File: config.mk
export PLATFORM = sky130hd
export DESIGN_NAME = lfsr_gen
export DESIGN_NICKNAME = d
export VERILOG_FILES = /design/src/rtl/lfsr_gen.sv
export SDC_FILE = /design/constraint.sdc
export NUM_CORES = 1
export LEC_CHECK = 0
export CELL_PAD_IN_SITES_DETAIL_PLACEMENT = 1
export CELL_PAD_IN_SITES_GLOBAL_PLACEMENT = 1
export CORE_MARGIN = 8
export CORE_UTILIZATION = 30
export DETAILED_ROUTE_END_ITERATION = 12
export PLACE_DENSITY = 0.67
export SLEW_MARGIN = 20
export SYNTH_ARGS = -nofsm -noshare
export SYNTH_HDL_FRONTEND = slang
export SYNTH_SLANG_ARGS = --single-unit
export TNS_END_PERCENT = 20
File: constraint.sdc
create_clock -name clkslow -period 2.2 [get_ports clkslow]
set_input_delay 0.44 -clock clkslow [delete_from_list [all_inputs] [get_ports clkslow]]
set_output_delay 0.44 -clock clkslow [all_outputs]
set_load 0.03 [all_outputs]
File: src/rtl/lfsr_gen.sv
// Parametrised Fibonacci LFSR with free-run and counted-burst stepping, zero-seed guard and wrap pulse.
// Optional step/period counter enabled by defining LFSR_PERIOD_CNT_EN.
module lfsr_gen #(
  parameter int unsigned       WIDTH   = 4,
  parameter logic [WIDTH-1:0]  TAPS    = 4'b1100,
  parameter int unsigned       BURST_W = 8
) (
  input  logic               clkslow,
  input  logic               rst,
  input  logic               sel,
  input  logic [WIDTH-1:0]   seed,
  input  logic               run,
  input  logic               burst_go,
  input  logic [BURST_W-1:0] burst_len,
  output logic [WIDTH-1:0]   wint,
  output logic               busy,
  output logic               done,
  output logic               wrap,
  output logic               seed_err,
  output logic [WIDTH-1:0]   period
);

  typedef enum logic [1:0] {S_IDLE, S_RUN, S_BURST} state_e;

  state_e             state_q;
  logic [BURST_W-1:0] cnt_q;
  logic               busy_q;
  logic               done_q;
  logic [WIDTH-1:0]   wint_q;
  logic [WIDTH-1:0]   seed_q;
  logic               wrap_q;
  logic               seed_err_q;
  logic [WIDTH-1:0]   wint_d;
  logic               step_d;

  always_comb begin
    wint_d = {wint_q[WIDTH-2:0], ^(wint_q & TAPS)};
  end

  // Step decision for this edge; burst_go outranks run in IDLE, a zero-length burst never steps.
  always_comb begin
    step_d = 1'b0;
    if (!sel) begin
      case (state_q)
        S_IDLE:  step_d = burst_go ? (burst_len != '0) : run;
        S_RUN:   step_d = run;
        S_BURST: step_d = 1'b1;
        default: step_d = 1'b0;
      endcase
    end
  end

  // cnt_q holds the steps still owed after the current one, so the entry step in IDLE
  // counts toward the burst and a length of 1 finishes without leaving IDLE.
  always_ff @(posedge clkslow) begin
    if (rst) begin
      state_q <= S_IDLE;
      cnt_q   <= '0;
      busy_q  <= 1'b0;
      done_q  <= 1'b0;
    end else begin
      done_q <= 1'b0;
      if (sel) begin
        state_q <= S_IDLE;
        cnt_q   <= '0;
        busy_q  <= 1'b0;
      end else begin
        case (state_q)
          S_IDLE: begin
            if (burst_go) begin
              if (burst_len > BURST_W'(1)) begin
                state_q <= S_BURST;
                cnt_q   <= burst_len - 1'b1;
                busy_q  <= 1'b1;
              end else begin
                done_q <= 1'b1;
              end
            end else if (run) begin
              state_q <= S_RUN;
              busy_q  <= 1'b1;
            end
          end
          S_RUN: begin
            if (!run) begin
              state_q <= S_IDLE;
              busy_q  <= 1'b0;
            end
          end
          S_BURST: begin
            if (cnt_q == BURST_W'(1)) begin
              state_q <= S_IDLE;
              busy_q  <= 1'b0;
              done_q  <= 1'b1;
              cnt_q   <= '0;
            end else begin
              cnt_q <= cnt_q - 1'b1;
            end
          end
          default: begin
            state_q <= S_IDLE;
            busy_q  <= 1'b0;
          end
        endcase
      end
    end
  end

  always_ff @(posedge clkslow) begin
    if (rst) begin
      wint_q     <= '1;
      seed_q     <= '1;
      wrap_q     <= 1'b0;
      seed_err_q <= 1'b0;
    end else begin
      wrap_q     <= 1'b0;
      seed_err_q <= 1'b0;
      if (sel) begin
        if (seed == '0) begin
          wint_q     <= '1;
          seed_q     <= '1;
          seed_err_q <= 1'b1;
        end else begin
          wint_q <= seed;
          seed_q <= seed;
        end
      end else if (step_d) begin
        wint_q <= wint_d;
        wrap_q <= (wint_d == seed_q);
      end
    end
  end

`ifdef LFSR_PERIOD_CNT_EN
  logic [WIDTH-1:0] pcnt_q;
  logic [WIDTH-1:0] period_q;

  always_ff @(posedge clkslow) begin
    if (rst) begin
      pcnt_q   <= '0;
      period_q <= '0;
    end else if (sel) begin
      pcnt_q <= '0;
    end else if (step_d) begin
      if (wint_d == seed_q) begin
        period_q <= pcnt_q + 1'b1;
        pcnt_q   <= '0;
      end else begin
        if (pcnt_q == '1) period_q <= '1;
        pcnt_q <= pcnt_q + 1'b1;
      end
    end
  end

  assign period = period_q;
`else
  assign period = '0;
`endif

  assign wint     = wint_q;
  assign busy     = busy_q;
  assign done     = done_q;
  assign wrap     = wrap_q;
  assign seed_err = seed_err_q;

endmodule

==> impl_results.md <==
* Int Power at slightly above 0.0008 W
* Setup crit end kind: flip-flop
* Yosys cell types at between 40 and 50
* Die X-Extent at approximately 85 um
* Max VDD drop at between 0.0002 and 0.0003 V
* # IOs at 29
* Final Skew at slightly above 0.006 ns
* Post-CTS Hold Buffers at 0
* Final WL at approximately 5 mm
* Die height at around 85 um
* Clock buffer count from CTS at 3
* Buffers added on ports at 24
* Row count at 25
* Worst-margin pin slew at roughly 0.62 ns
* Vias in the first global route at 1611
* Setup TNS at 0 ns
* Antenna Violating Nets Remaining at 0
* Unrepaired setup endpoints after global routing: yes
* Vias/cell at 5.52
* Clock power frac at about 34%
* CTS clk-pin slew, worst paths at roughly 0.08 ns
* Remaining DRCs at 0
* Max-cap violations at 0
* Final hold violation count at 0
* HP Class: reg2reg
* Synth Warn # at 0
* Part of the Yosys area used for sequential elements at around 31%
* Initial DRC count at around 100
* Final nets at 247
* Crit-path max FO at 5
* Number of diodes at 0
* Die area at around 0.0073 mm^2
* Layout cells sized above 1 at between 10% and 20%
* Max-slew headroom at around three fifths
* Max Buffers Root-to-Sink at 2
* First-pass GRT wire length at roughly 8 mm
* Setup repair bufs after CTS at 0
* Final setup viols at 0
* Post-DP HPWL at roughly 3.8 mm
* Placed cell areas at around 0.0019 mm^2
* Syn Area/Cell at 7.98 um^2
* Core area at roughly 0.0047 mm^2
* Tmin final at between 2 and 2.5 ns
* Netlist Area Pre-Place at 0.00144 mm^2
* Sequential fraction of design power at approximately two fifths
* Post-synth top flop: dfxtp_1
* Status: finished, final reports clean
* Crit Path Class: in2reg
* Final worst path period share at 98.2%
* Post-synthesis to final-layout area growth at 36.5%
* Drt wl/cell at 17.5 um
* Clock Tree Root: clkbuf_8
* CP arrival at 2.36 ns
* Reg area at approximately 440 um^2
* Startpoint Class: primary input
* Post-route cell area at 0.00197 mm^2
* Pins Over Slew Limit at 0
* Detailed Routing Iterations Pass 1 at 4
* Fill cell count at 569
* Gpl congestion at about 0.82
* H-tree levels at 1
* Initial core utilization at between 30% and 40%
* Largest net degree at the start of global routing at 14
* Fmax at between 0.4 and 0.5 GHz
* FFs w/ async S/R, synth at 0%
* Via total after detailed routing at between 1500 and 2000
* Worst skew pair latency at approximately 0.27 ns
* Gate power share at between 20% and 30%
* CTS sink cnt at 22
* Critical Path RT at 2.40 ns
* PostCTS Resize Cnt at 0
* Pwr/cell area at 583 mW/mm^2
* TritonCTS clock tree: built
* Post-synth EDFFs at 0
* Antenna violations before repair at 0
* Total power at 0.00115 W
* Synth Instances at about 180
* Switching pwr at 0.000339 W
* Leak at ~0.8 nW
* Switch share at 29.5%
* Tot GR Track Use at between 10% and 20%
* Seq cells post-synth at 22
* Multi-input gate area at 941 um^2
* Total grt overflow at 0
## metal layers
metal,up-vias,share of wire (%),track usage (%)
met1,735,46,17.3
met5,-,0,0
met3,4,4.9,1.93
met4,0,1.2,5.41
met2,45,48,22.2
li1,751,-,-
## state kept, by name, indices dropped and copies added (netlist names)
register and count:
state_q 2, seed_q 4, wrap 1, cnt_q 8, busy 1, done 1, seed_err 1, wint 4
## logic make-up (layout without fill, tap and decap cells)
group | count (synthesis) | in the layout | synth area share (%)
other cells | 1 | 4 | 0.260
fa+ha+maj | 5 | 5 | 4.33
xor+xnor | 8 | 8 | 4.85
compound gates | 52 | 52 | 25.2
simple gates | 71 | 71 | 28.1
buf+inv | 22 | 62 | 6.76
flops | 22 | 22 | 30.5
## cell type report
cell class                      count  area share [%]
Timing Repair Buffer               46            20.6
Sequential cell                    22            22.3
Inverter                           12            2.29
Tap cell                           54            3.43
Clock buffer                        3            2.10
Multi-Input combinational cell    140            47.7
Clock inverter                      1            1.52
## path summary, 6_finish.rpt
path           startpoint        end  slack [ns]  depth (start not counted)
max          burst_len[0]       busy        0.04                          7
min             seed_q[1]  seed_q[1]        0.48                          2
max reg2reg    state_q[0]   cnt_q[7]        0.35                          4
min reg2reg     seed_q[1]  seed_q[1]        0.48                          2
## power groups by stage
stage          Sequential [W]  Combinational (W)  Clock (W)
3_3_place_gp         0.000456           0.000294          0
5_1_grt              0.000453           0.000341   0.000408
6_report             0.000449           0.000315   0.000385
2_1_floorplan        0.000470           0.000160          0
3_5_place_dp         0.000458           0.000305          0
4_1_cts              0.000449           0.000307   0.000395
## per-stage QoR
stage / utilization [%] / std cells / setup slack, ns / hold slack [ns]
3_3_place_gp: 40.0 / 274 / -0.186 / 0.458
2_1_floorplan: - / 184 / 0.342 / 0.443
5_1_grt: 42.0 / 278 / -0.00626 / 0.494
3_5_place_dp: 40.0 / 274 / -0.257 / 0.467
6_report: 42.0 / 278 / 0.0393 / 0.476
4_1_cts: 41.5 / 278 / 0.0212 / 0.482
## worst max-delay path: stages
cell and delay [ns]:
clkdlybuf4s50_1 0.44, buf_4 0.17, ha_1 0.19, or2_2 0.33, and4_4 0.20, or4_1 0.47, a21oi_1 0.13
## layout by cell type, fill, tap and decap left out, drive strengths merged, types with 4 or more instances in the layout
cell type,netlist,final
conb,1,4
nor2,14,14
nand2,7,7
nand2b,6,6
nor3,8,8
o21ai,13,13
ha,5,5
xnor2,5,5
clkdlybuf4s50,0,24
o32ai,4,4
nand3,6,6
inv,12,12
a21oi,8,8
buf,5,22
or3,4,4
o311ai,5,5
dfxtp,22,22
## synth_stat cells, types with 4 or more instances
cell	n	share of area [%]
buf_4	4	2.1
nor3_1	7	2.4
nand3_1	6	2.1
inv_1	12	3.1
nand2_1	7	1.8
or3_1	4	1.7
xnor2_1	5	3.0
dfxtp_1	22	31
clkbuf_1	5	1.3
nor2_1	14	3.6
a21oi_1	8	2.8
nand2b_1	6	2.6
o21ai_0	13	4.5
ha_1	5	4.3
(Power assumes the default switching activity.)
